--- config.mk ---
export PLATFORM = sky130hd
export DESIGN_NAME = uart_report_arb
export DESIGN_NICKNAME = d
export VERILOG_FILES = /design/src/rtl/uart_report_arb.sv
export SDC_FILE = /design/constraint.sdc
export NUM_CORES = 1
export LEC_CHECK = 0
export BUFFER_PORTS_ARGS = -buffer_cell sky130_fd_sc_hd__buf_2
export CELL_PAD_IN_SITES_DETAIL_PLACEMENT = 1
export CELL_PAD_IN_SITES_GLOBAL_PLACEMENT = 1
export CORE_ASPECT_RATIO = 0.75
export CORE_MARGIN = 2
export CORE_UTILIZATION = 48
export CTS_BUF_LIST = sky130_fd_sc_hd__clkbuf_2 sky130_fd_sc_hd__clkbuf_4 sky130_fd_sc_hd__clkbuf_8
export CTS_CLUSTER_DIAMETER = 150
export DETAILED_ROUTE_END_ITERATION = 8
export GPL_TIMING_DRIVEN = 0
export PLACE_DENSITY_LB_ADDON = 0.1
export SETUP_SLACK_MARGIN = 0.4
export SLEW_MARGIN = 30
export SYNTH_ARGS = -nofsm -noshare
export SYNTH_HDL_FRONTEND = slang
export SYNTH_SLANG_ARGS = --single-unit
export TNS_END_PERCENT = 20
--- constraint.sdc ---
create_clock -name clk -period 2.46 [get_ports clk]
set_input_delay 0.123 -clock clk [delete_from_list [all_inputs] [get_ports clk]]
set_output_delay 0.123 -clock clk [all_outputs]
set_load 0.01 [all_outputs]
--- src/rtl/uart_report_arb.sv ---
// Round-robin arbiter that frames finger-count and frame-time results into
// header/type/payload/checksum packets for a single UART byte transmitter.
module uart_report_arb #(
    parameter logic [7:0] HDR       = 8'hA5,
    parameter logic [7:0] TYPE_FING = 8'h01,
    parameter logic [7:0] TYPE_TIME = 8'h02
) (
    input  logic        clk,
    input  logic        rst,
    input  logic        enable,
    input  logic        fing_req,
    input  logic [3:0]  fing_num,
    input  logic        time_req,
    input  logic [31:0] time_val,
    output logic        tx_valid,
    output logic [7:0]  tx_data,
    input  logic        tx_ready,
    output logic        busy,
    output logic [7:0]  drop_cnt
);

    typedef enum logic {S_IDLE, S_SEND} state_t;

    state_t      r_state, w_state_nxt;
    logic        r_pend_f, r_pend_t, r_last_time;
    logic        r_tx_valid;
    logic [7:0]  r_tx_data, r_drop_cnt;
    logic [2:0]  r_idx;
    logic        r_kind;
    logic [31:0] r_snap;
    logic [7:0]  r_chk;
    logic [3:0]  r_fing;
    logic [31:0] r_time;

    logic w_grant, w_grant_time, w_xfer, w_last;
    logic w_fcap, w_tcap, w_drop_f, w_drop_t;
    logic [7:0] w_chk_f, w_chk_t;

    function automatic logic [7:0] sat_add(input logic [7:0] a, input logic [1:0] inc);
        logic [8:0] s;
        s = {1'b0, a} + {7'b0, inc};
        return s[8] ? 8'hFF : s[7:0];
    endfunction

    // kind=1 selects the 7-byte frame-time layout; fing payload sits zero-extended in snap.
    function automatic logic [7:0] byte_at(input logic kind, input logic [2:0] idx,
                                           input logic [31:0] snap, input logic [7:0] chk);
        case (idx)
            3'd0:    return HDR;
            3'd1:    return kind ? TYPE_TIME : TYPE_FING;
            3'd2:    return kind ? snap[31:24] : {4'h0, snap[3:0]};
            3'd3:    return kind ? snap[23:16] : chk;
            3'd4:    return snap[15:8];
            3'd5:    return snap[7:0];
            3'd6:    return chk;
            default: return 8'h00;
        endcase
    endfunction

    assign w_fcap  = fing_req & enable;
    assign w_tcap  = time_req & enable;
    assign w_chk_f = TYPE_FING ^ {4'h0, r_fing};
    assign w_chk_t = TYPE_TIME ^ r_time[31:24] ^ r_time[23:16] ^ r_time[15:8] ^ r_time[7:0];

    always_comb begin
        w_state_nxt  = r_state;
        w_grant      = 1'b0;
        w_grant_time = 1'b0;
        w_xfer       = r_tx_valid & tx_ready;
        w_last       = (r_idx == (r_kind ? 3'd6 : 3'd3));
        case (r_state)
            S_IDLE: begin
                if (r_pend_f | r_pend_t) begin
                    w_grant      = 1'b1;
                    w_grant_time = r_pend_t & (~r_pend_f | ~r_last_time);
                    w_state_nxt  = S_SEND;
                end
            end
            S_SEND: begin
                if (w_xfer && w_last)
                    w_state_nxt = S_IDLE;
            end
            default: w_state_nxt = S_IDLE;
        endcase
    end

    // A request for the source being granted this cycle refills pending without a drop.
    assign w_drop_f = w_fcap & r_pend_f & ~(w_grant & ~w_grant_time);
    assign w_drop_t = w_tcap & r_pend_t & ~(w_grant & w_grant_time);

    always_ff @(posedge clk) begin
        if (rst)
            r_state <= S_IDLE;
        else
            r_state <= w_state_nxt;
    end

    always_ff @(posedge clk) begin
        if (rst) begin
            r_pend_f    <= 1'b0;
            r_pend_t    <= 1'b0;
            r_last_time <= 1'b1;
            r_tx_valid  <= 1'b0;
            r_tx_data   <= 8'h00;
            r_drop_cnt  <= 8'h00;
            r_idx       <= 3'd0;
        end else begin
            if (w_fcap)
                r_pend_f <= 1'b1;
            else if (w_grant && !w_grant_time)
                r_pend_f <= 1'b0;
            if (w_tcap)
                r_pend_t <= 1'b1;
            else if (w_grant && w_grant_time)
                r_pend_t <= 1'b0;
            r_drop_cnt <= sat_add(r_drop_cnt, {1'b0, w_drop_f} + {1'b0, w_drop_t});

            if (w_grant) begin
                r_last_time <= w_grant_time;
                r_idx       <= 3'd0;
                r_tx_valid  <= 1'b1;
                r_tx_data   <= HDR;
            end else if (r_state == S_SEND && w_xfer) begin
                if (w_last) begin
                    r_tx_valid <= 1'b0;
                end else begin
                    r_idx     <= r_idx + 3'd1;
                    r_tx_data <= byte_at(r_kind, r_idx + 3'd1, r_snap, r_chk);
                end
            end
        end
    end

    always_ff @(posedge clk) begin
        if (w_fcap)
            r_fing <= fing_num;
        if (w_tcap)
            r_time <= time_val;
        if (w_grant) begin
            r_kind <= w_grant_time;
            r_snap <= w_grant_time ? r_time : {28'h0, r_fing};
            r_chk  <= w_grant_time ? w_chk_t : w_chk_f;
        end
    end

    assign tx_valid = r_tx_valid;
    assign tx_data  = r_tx_data;
    assign busy     = (r_state == S_SEND);
    assign drop_cnt = r_drop_cnt;

endmodule

== Yosys cells after proc, flatten, opt, wreduce, memory -nomap -nowiden ==
Index checks and enable logic that the tools add are counted.

* Output and inout bits: 18
* Input bits: 42
* Word-level logic and storage cells: 89
* Register bits: 101

* Bitwise operators: 24
* Equality and inequality tests: 8
* Add/subtract/negate cells: 3
* Muxes and demuxes: 24
* Reductions and logical operators: 14

{| class="wikitable"
|+ Operators by type and width
! kind !! number
|-
| one-hot mux 8 bit (7 select lines) || 1
|-
| two-way mux 8 bit || 6
|-
| bitwise XOR 8 bit || 3
|-
| two-way mux 1 bit || 12
|-
| AND 1 bit || 10
|-
| adder 8 x 2 -> 9 bit || 1
|-
| equality test 3 bit, second input constant || 3
|-
| NOT 1 bit || 9
|-
| two-way mux 4 bit || 2
|-
| nonzero test 2 bit || 4
|-
| equality test 3 x 2 -> 1 bit, second input constant || 2
|-
| AND reduction 2 bit || 3
|-
| logical AND 1 bit || 4
|-
| adder 3 x 1 -> 3 bit, second input constant || 1
|-
| equality test 3 x 1 -> 1 bit, second input constant || 1
|-
| equality test 3 bit || 1
|-
| zero test 3 bit || 1
|-
| two-way mux 3 bit || 1
|-
| adder 1 x 1 -> 2 bit || 1
|-
| two-way mux 2 bit || 1
|-
| != test 2 bit, second input constant || 1
|-
| bitwise OR 1 bit || 2
|-
| one-hot mux 1 bit (2 select lines) || 1
|-
| OR reduction 2 bit || 1
|-
| zero test 1 bit || 1
|}

== Longest topological paths before layout ==
Gate-level depths: netlist of the first run.

* Word-level depth: 12
* Mapped depth: 9
* Mapped depth without buffers: 9

== Least setup slack after synthesis of the first run ==
No wires, ideal clock.

* Kind: reg2reg
* Start: register r_state (netlist: busy)
* End: register r_drop_cnt[5] (netlist: drop_cnt[5])
* Arrival time: 2.055 ns
* Required time: 2.390 ns
* Buffers on the path: 0
* Library setup time: 0.070 ns
* Cell stages (with the launch flop): 9
* Path slack: 0.335 ns
* Cell sequence: dfxtp_1 -> a211o_1 -> nand2_1 -> nor2_1 -> fa_1 -> and4_1 -> and3_1 -> or2_2 -> a21oi_1

* Cells in the longest elaborated chain, start to end: 8
* Elaborated cells on any way between the ends: 12

{| class="wikitable"
|+ RTL lines
! what !! RTL line !! source
|-
| start: declaration || 24 || <nowiki>state_t r_state, w_state_nxt;</nowiki>
|-
| start signal: assignment || 95 || <nowiki>r_state <= w_state_nxt;</nowiki>
|-
| two-way mux 1 bit || 71 || <nowiki>case (r_state)</nowiki>
|-
| NOT 1 bit || 88 || <nowiki>assign w_drop_f = w_fcap & r_pend_f & ~(w_grant & ~w_grant_time);</nowiki>
|-
| AND 1 bit || 88 ||
|-
| NOT 1 bit || 88 ||
|-
| AND 1 bit || 88 ||
|-
| adder 1 x 1 -> 2 bit * || 116 || <nowiki>r_drop_cnt <= sat_add(r_drop_cnt, {1'b0, w_drop_f} + {1'b0, w_drop_t});</nowiki>
|-
| adder 8 x 2 -> 9 bit * || 41 || <nowiki>s = {1'b0, a} + {7'b0, inc};</nowiki>
|-
| two-way mux 8 bit * || 42 || <nowiki>return s[8] ? 8'hFF : s[7:0];</nowiki>
|-
| end signal: assignment || 116 ||
|-
| end: declaration || 27 || <nowiki>logic [7:0] r_tx_data, r_drop_cnt;</nowiki>
|}

Mark *: on every way between the ends. The rest lies on a longest branch, timed or not.
A chain may end at the register's enable or synchronous reset.

== Worst setup path after layout of the first run ==
* Start: register r_idx[0]
* End: register r_tx_data[2] (netlist: tx_data[2])

* Cells in the longest elaborated chain, start to end: 6
* Elaborated cells on any way between the ends: 15

{| class="wikitable"
|+ RTL lines
! what !! RTL line !! source
|-
| start: declaration || 28 || <nowiki>logic [2:0] r_idx;</nowiki>
|-
| start signal: assignment || 127 || <nowiki>r_idx <= r_idx + 3'd1;</nowiki>
|-
| adder 3 x 1 -> 3 bit || 128 || <nowiki>r_tx_data <= byte_at(r_kind, r_idx + 3'd1, r_snap, r_chk);</nowiki>
|-
| equality test 3 bit, or another cell as far along || 48 || <nowiki>case (idx)</nowiki>
|-
| one-hot mux 8 bit (7 select lines) || 48 ||
|-
| two-way mux 8 bit || 124 || <nowiki>if (w_last) begin</nowiki>
|-
| two-way mux 8 bit || 123 || <nowiki>end else if (r_state == S_SEND && w_xfer) begin</nowiki>
|-
| two-way mux 8 bit || 118 || <nowiki>if (w_grant) begin</nowiki>
|-
| end signal: assignment || 128 ||
|-
| end: declaration || 27 ||
|}

Several ways; a longest one is shown, not always the timed one. The select of a mux whose other input is x is not followed.

==> results.json, run 1 <==
{
  "post_synth_num_cell_types": 52,
  "final_max_slew_viol_count": 0,
  "period_share": 0.825,
  "synthesis.area_um2": 4330,
  "crit_reg_reg_endpoint": "tx_data[2]$_SDFFE_PP0P_",
  "r2r_setup_slack_ns": 0.43,
  "run_status": "completed",
  "finalSetupTns_ns": 0,
  "synth_cells": 332,
  "synth_compound_gate_area_share": 0.0946,
  "buffer_ports.inserted": 59,
  "synth_ff_type": "sky130_fd_sc_hd__edfxtp_1",
  "total_die_area_um2": 9800,
  "detail_route.iter0.violations": 169,
  "critical_path.n_buffers_inverters": 2,
  "areaGrowthSynthToFinish_pct": 26.3,
  "worstMarginPinSlew_ns": 0.725,
  "grt_antenna_before_repair": 0,
  "maximum_number_of_pins_on_one_net_before_global_route_repair": 33,
  "first_global_vias": 3288,
  "syn_avg_cell_area_um2": 13.0,
  "asyncSetResetFlopFracSynth": 0,
  "final_net_count": 495,
  "p_leak_uw": 0.00212,
  "worst_setup_path_startpoint": "r_idx[0]$_SDFFE_PP0P_",
  "dp.final_hpwl_um": 6580,
  "cts_made_buffers": 9,
  "drv.max_cap_violation_count": 0,
  "final.min_clock_period_ns": 2.03,
  "clkTransAtPathRegs_ns": 0.09,
  "vias_per_cell": 5.41,
  "num_vias": 3032,
  "critical_path_required_ns": 2.71,
  "cts_max_path_buffers": 2,
  "worst_ir_drop_vdd_uv": 462,
  "die_height_um": 86.2,
  "startpoint_type": "register",
  "timing.max_slew.rel_slack": 0.516,
  "worstPathCellList": "inv_1, ha_1, clkbuf_4, nor2b_1, mux2_4, a2111oi_2, o22ai_1",
  "cpLargestDelayFamily": "compound AO/OA/AOI/OAI gates",
  "timing.fmax_ghz": 0.493,
  "number_of_sinks_on_the_clock_net": 101,
  "grt_util_overall": 0.233,
  "critical_path_peak_fanout": 10,
  "post_synth_and_or_nand_nor_area_fraction": 0.127,
  "core_area_um2": 8600,
  "totalWireLength_um": 10500,
  "cp_slowest_cell": "sky130_fd_sc_hd__dfxtp_4",
  "report.final.setup_viol": 0,
  "synth_edf_count": 77,
  "mostFrequentLayoutCells": "77 x sky130_fd_sc_hd__edfxtp_1, 61 x sky130_fd_sc_hd__buf_2, 36 x sky130_fd_sc_hd__dlygate4sd3_1",
  "routedWlPerCell_um": 18.7,
  "post_synth_fa_ha_maj_area_fraction": 0.0191,
  "final_hold_viol_count": 0,
  "initial_utilization": 0.503,
  "n_antenna_cell": 0,
  "cellPowerDensity_nw_per_um2": 626,
  "worstPathArrival_ns": 2.28,
  "grt_setup_unrepaired": "yes",
  "route.antenna.remaining_nets": 0,
  "synthXorXnorAreaFrac": 0.0645,
  "io_pins": 60,
  "synth_top_family_by_area": "simple AND/OR/NAND/NOR gates",
  "fp.dieW_um": 114,
  "row_count": 29,
  "route.detailed.drc": 0,
  "synth.net_count": 380,
  "worst_setup_path_end_kind": "register",
  "synth-seq-area-share": 0.645,
  "layout.core_utilization": 0.636,
  "synthMuxAreaShare": 0.0275,
  "regToRegStartpoint": "r_idx[0]$_SDFFE_PP0P_",
  "hold_path.class": "input pin to register",
  "reg2reg_depth": 7,
  "endpoint": "tx_data[2]$_SDFFE_PP0P_",
  "final_critical_path_setup_slack_ns": 0.430,
  "mostFrequentLayoutCell": "sky130_fd_sc_hd__edfxtp_1",
  "drive_above_1_share": 0.257,
  "grt_pass1_wl_um": 17100,
  "critical_path_depth": 7,
  "worst_path_largest_cell_delay_ns": 0.41,
  "dp_slack_ns": 0.140,
  "grt.overflow.total": 0,
  "path_class": "register to register",
  "place_congestion": 0.881,
  "clock_insertion_delay_worst_skew_ns": 0.37,
  "tritoncts": "done",
  "skew_ns": 0.00622,
  "synth_warnings": 0,
  "cts_max_level": 3,
  "drt_first_pass_iters": 4,
  "cts.root.buffer_cell": "sky130_fd_sc_hd__clkbuf_8",
  "postSynthRegisterBits": 101
}
## routing by layer
layer	GRT usage	wire (um)	vias up
li1	-	-	1443
met2	0.405	5320	80
met5	0	0	-
met1	0.294	4450	1495
met4	0.0676	129	0
met3	0.0545	585	14
## flip-flops by register name (all words and copies together), names as in the netlist, 3 cells and up
name / count
drop_cnt: 8
r_chk: 8
r_fing: 4
r_idx: 3
r_snap: 32
r_time: 32
tx_data: 8
## how the worst min path moves through the flow
stage	start	to	slack, ns	cells after the start
6_report	rst	busy$_SDFF_PP0_	0.04	2
5_1_grt	rst	busy$_SDFF_PP0_	0.06	2
4_1_cts	rst	busy$_SDFF_PP0_	0.02	2
3_5_place_dp	time_val[29]	r_time[29]$_DFFE_PN_	0.30	1
3_3_place_gp	time_val[5]	r_time[5]$_DFFE_PN_	0.30	1
2_1_floorplan	rst	busy$_SDFF_PP0_	0.20	1
## cell usage after synthesis (all sizes together), types with 2 or more instances
cell | instances | area (um^2)
edfxtp | 77 | 2310
a2111oi | 3 | 45.0
dfxtp | 24 | 480
a22oi | 4 | 30.0
mux2 | 4 | 48.8
mux2i | 7 | 70.1
nand3 | 14 | 70.1
and2 | 28 | 175
and4 | 3 | 26.3
xor2 | 6 | 52.6
clkbuf | 9 | 33.8
ha | 5 | 62.6
xnor2 | 25 | 226
a21o | 2 | 15.0
nand2 | 27 | 101
a21oi | 17 | 85.1
o21ai | 9 | 45.0
o21a | 3 | 22.5
nor2 | 13 | 48.8
a221oi | 4 | 35.0
nor3 | 3 | 20.0
a211oi | 2 | 15.0
buf | 4 | 25.0
nor2b | 2 | 12.5
o311a | 2 | 20.0
inv | 10 | 37.5
and3 | 4 | 25.0
o22ai | 3 | 18.8
## per-stage QoR
step                power, uW  hold slack, ns  cell area [um^2]  cells
floorplan                2230           0.202              4330    332
global placement         2350           0.299              4760    499
detailed placement       2370           0.301              4790    500
CTS                      3440          0.0225              5450    559
global route             3540          0.0556              5470    560
finish                   3420          0.0416              5470    560
## layout make-up
type | instances | area [um^2]
multi-input combinational | 208 | 1490
inverter | 10 | 37.5
sequential | 101 | 2810
timing repair buffer | 104 | 743
fill | 886 | 3130
tap | 108 | 135
clock buffer | 9 | 124
buffer | 13 | 63.8
clock inverter | 7 | 65.1
## repair_timing
item	CTS	global route
pin swaps	2	2
cloned	0	0
hold buffers	36	0
gates resized for setup	16	6
endpoints found under the hold margin	36	0
buffers inserted	7	1
setup endpoints to repair	17	13
## power by group
part           leakage [uW]  switching [uW]  total [uW]  internal (uW)
sequential         0.000933            55.7        2020           1960
clock             0.0000968             565        1030            465
combinational       0.00109             194         376            182
## cell families (layout without fill, tap and decap cells)
kind of cell / Yosys count / count (layout)
buffers and inverters: 23 / 143
DFF: 101 / 101
AOI/OAI and AO/OA: 58 / 58
adders and majority gates: 6 / 6
muxes: 11 / 11
xor gates and xnor gates: 31 / 31
and+or+nand+nor: 102 / 102
(Power assumes the default switching activity.)
==> inputs of run 2 (changes only) <==
==> constraint.sdc (replaced) <==
create_clock -name clk -period 1.9 [get_ports clk]
set_input_delay 0.095 -clock clk [delete_from_list [all_inputs] [get_ports clk]]
set_output_delay 0.095 -clock clk [all_outputs]
set_load 0.01 [all_outputs]
==> run 2 against run 1 <==
Compared with the run above: critical endpoint is now drop_cnt[5]$_SDFF_PP0_; global-route usage grew 3.1 points; largest power group unchanged; clock skew grew 0.0048 ns; wire length grew 32%; final cell count grew 3.0%; the flow now finishes with violations (setup timing); worst setup slack lost 0.51 ns; non-clock buffer count grew 17.
==> results.json, run 2 (same netlist as run 1, synthesis figures left out) <==
{
  "total_die_area_um2": 9800,
  "grt_setup_unrepaired": "yes",
  "r2r_setup_slack_ns": -0.08,
  "clock_insertion_delay_worst_skew_ns": 0.39,
  "final.min_clock_period_ns": 1.98,
  "worst_setup_path_end_kind": "register",
  "run_status": "finished, violations left",
  "detail_route.iter0.violations": 249,
  "grt_util_overall": 0.264,
  "critical_path.n_buffers_inverters": 0,
  "totalWireLength_um": 13900,
  "timing.max_slew.rel_slack": 0.502,
  "worstPathArrival_ns": 2.30,
  "clkTransAtPathRegs_ns": 0.10,
  "drv.max_cap_violation_count": 0,
  "die_height_um": 86.2,
  "worst_ir_drop_vdd_uv": 675,
  "vias_per_cell": 5.77,
  "cts_max_level": 3,
  "initial_utilization": 0.503,
  "startpoint_type": "register",
  "cp_slowest_cell": "sky130_fd_sc_hd__dfxtp_2",
  "grt_pass1_wl_um": 19000,
  "number_of_sinks_on_the_clock_net": 101,
  "switching_share": 0.249,
  "route.antenna.remaining_nets": 0,
  "cts_made_buffers": 9,
  "num_vias": 3327,
  "finalSetupTns_ns": -0.192,
  "tritoncts": "done",
  "row_count": 29,
  "drt_first_pass_iters": 4,
  "timing.fmax_ghz": 0.505,
  "critical_path_peak_fanout": 5,
  "path_class": "register to register",
  "buffer_ports.inserted": 59,
  "mostFrequentLayoutCell": "sky130_fd_sc_hd__edfxtp_1",
  "final_hold_viol_count": 0,
  "mostFrequentLayoutCells": "77 x sky130_fd_sc_hd__edfxtp_1, 60 x sky130_fd_sc_hd__buf_2, 37 x sky130_fd_sc_hd__dlygate4sd3_1",
  "hold_path.class": "input pin to register",
  "critical_path_required_ns": 2.22,
  "final_max_slew_viol_count": 0,
  "route.detailed.drc": 0,
  "largest_registers": "r_snap (32), r_time (32)",
  "power_frac_comb": 0.124,
  "report.final.setup_viol": 6,
  "p_leak_uw": 0.00231,
  "share_of_power_burned_in_registers": 0.547,
  "worstMarginPinSlew_ns": 0.747,
  "routedWlPerCell_um": 24.0,
  "first_global_vias": 3505,
  "areaGrowthSynthToFinish_pct": 39.1,
  "final_net_count": 512,
  "fp.dieW_um": 114,
  "dp.final_hpwl_um": 6860,
  "place_congestion": 0.862,
  "p_switching_uw": 1200,
  "internal_power_uw": 3610,
  "failed_checks": "setup timing",
  "dp_slack_ns": -0.337,
  "drive_above_1_share": 0.358,
  "period_share": 1.04,
  "power_uw": 4810,
  "io_pins": 60,
  "core_area_um2": 8600,
  "power.clock.fraction": 0.329,
  "cpLargestDelayFamily": "simple AND/OR/NAND/NOR gates",
  "maximum_number_of_pins_on_one_net_before_global_route_repair": 33,
  "final_critical_path_setup_slack_ns": -0.0794,
  "worst_path_largest_cell_delay_ns": 0.36,
  "cts.root.buffer_cell": "sky130_fd_sc_hd__clkbuf_8",
  "worstPathCellList": "a211o_4, nand2_4, nor2_2, fa_2, and4_4, and3_4, or2_4, a21oi_2",
  "cellPowerDensity_nw_per_um2": 799,
  "cts_max_path_buffers": 2,
  "skew_ns": 0.0110,
  "grt.overflow.total": 0,
  "n_antenna_cell": 0,
  "grt_antenna_before_repair": 0
}
run 2: cell types whose count changed in the layout (fill, tap and decap cells not counted), moves of 4 or more:
cell	change
sky130_fd_sc_hd__buf_8	+6
sky130_fd_sc_hd__inv_1	-4
sky130_fd_sc_hd__ha_4	+4
sky130_fd_sc_hd__a221oi_1	-4
sky130_fd_sc_hd__clkbuf_1	-6
sky130_fd_sc_hd__buf_4	+11
sky130_fd_sc_hd__buf_6	+4
run 2: cell type report:
class / count / area (um^2)
well taps: 108 / 135
fillers: 821 / 2580
clock buffers: 10 / 138
plain buffers: 13 / 158
inverters: 10 / 52.6
multi-input cells: 208 / 1730
clock inverters: 6 / 95.1
repair buffers: 121 / 901
flip-flops and latches: 101 / 2810
run 2: routing by layer:
metal / track usage / vias to the layer above / share of wire / routed length [um]
li1: - / 1477 / - / -
met1: 0.324 / 1667 / 0.39 / 5390
met2: 0.462 / 147 / 0.50 / 6990
met3: 0.0734 / 36 / 0.071 / 978
met4: 0.0732 / 0 / 0.036 / 501
met5: 0 / - / 0 / 0
run 2: power by group through the flow:
stage	logic, uW	clock network (uW)	registers [uW]
after detailed placement	409	0	2660
after CTS	512	1590	2620
after floorplan	249	0	2650
final	596	1580	2630
after global placement	380	0	2660
after global routing	632	1680	2640
run 2: metrics by stage:
stage	hold slack, ns	instance area (um^2)	instances	util
after floorplan	0.174	4410	332	-
after global placement	0.272	4840	499	0.563
after detailed placement	0.274	4870	500	0.566
after CTS	0.000391	5810	569	0.676
after global routing	0.0342	6020	577	0.700
final	0.0463	6020	577	0.700
run 2: worst paths after layout:
path         cells past startpoint                     start                 endpoint
max reg2reg                      8  r_last_time$_SDFFE_PP1P_   drop_cnt[5]$_SDFF_PP0_
min                              3                  fing_req    r_pend_f$_SDFFE_PP0P_
min reg2reg                      2   tx_data[4]$_SDFFE_PP0P_  tx_data[4]$_SDFFE_PP0P_
max                              8  r_last_time$_SDFFE_PP1P_   drop_cnt[5]$_SDFF_PP0_
run 2: worst register-to-register path: stages, from the launching register on:
cell,delay (ns)
sky130_fd_sc_hd__dfxtp_2,0.36
sky130_fd_sc_hd__a211o_4,0.35
sky130_fd_sc_hd__nand2_4,0.08
sky130_fd_sc_hd__nor2_2,0.05
sky130_fd_sc_hd__fa_2,0.36
sky130_fd_sc_hd__and4_4,0.17
sky130_fd_sc_hd__and3_4,0.20
sky130_fd_sc_hd__or2_4,0.23
sky130_fd_sc_hd__a21oi_2,0.11
run 2: timing repair:
| action | CTS | global route |
|---|---|---|
| pin swaps | 17 | 20 |
| setup endpoints to repair | 79 | 76 |
| setup buffers | 15 | 8 |
| hold buffers | 37 | 0 |
| hold endpoints to repair | 39 | 0 |
| gates cloned | 1 | 0 |
| gates resized for setup | 49 | 46 |
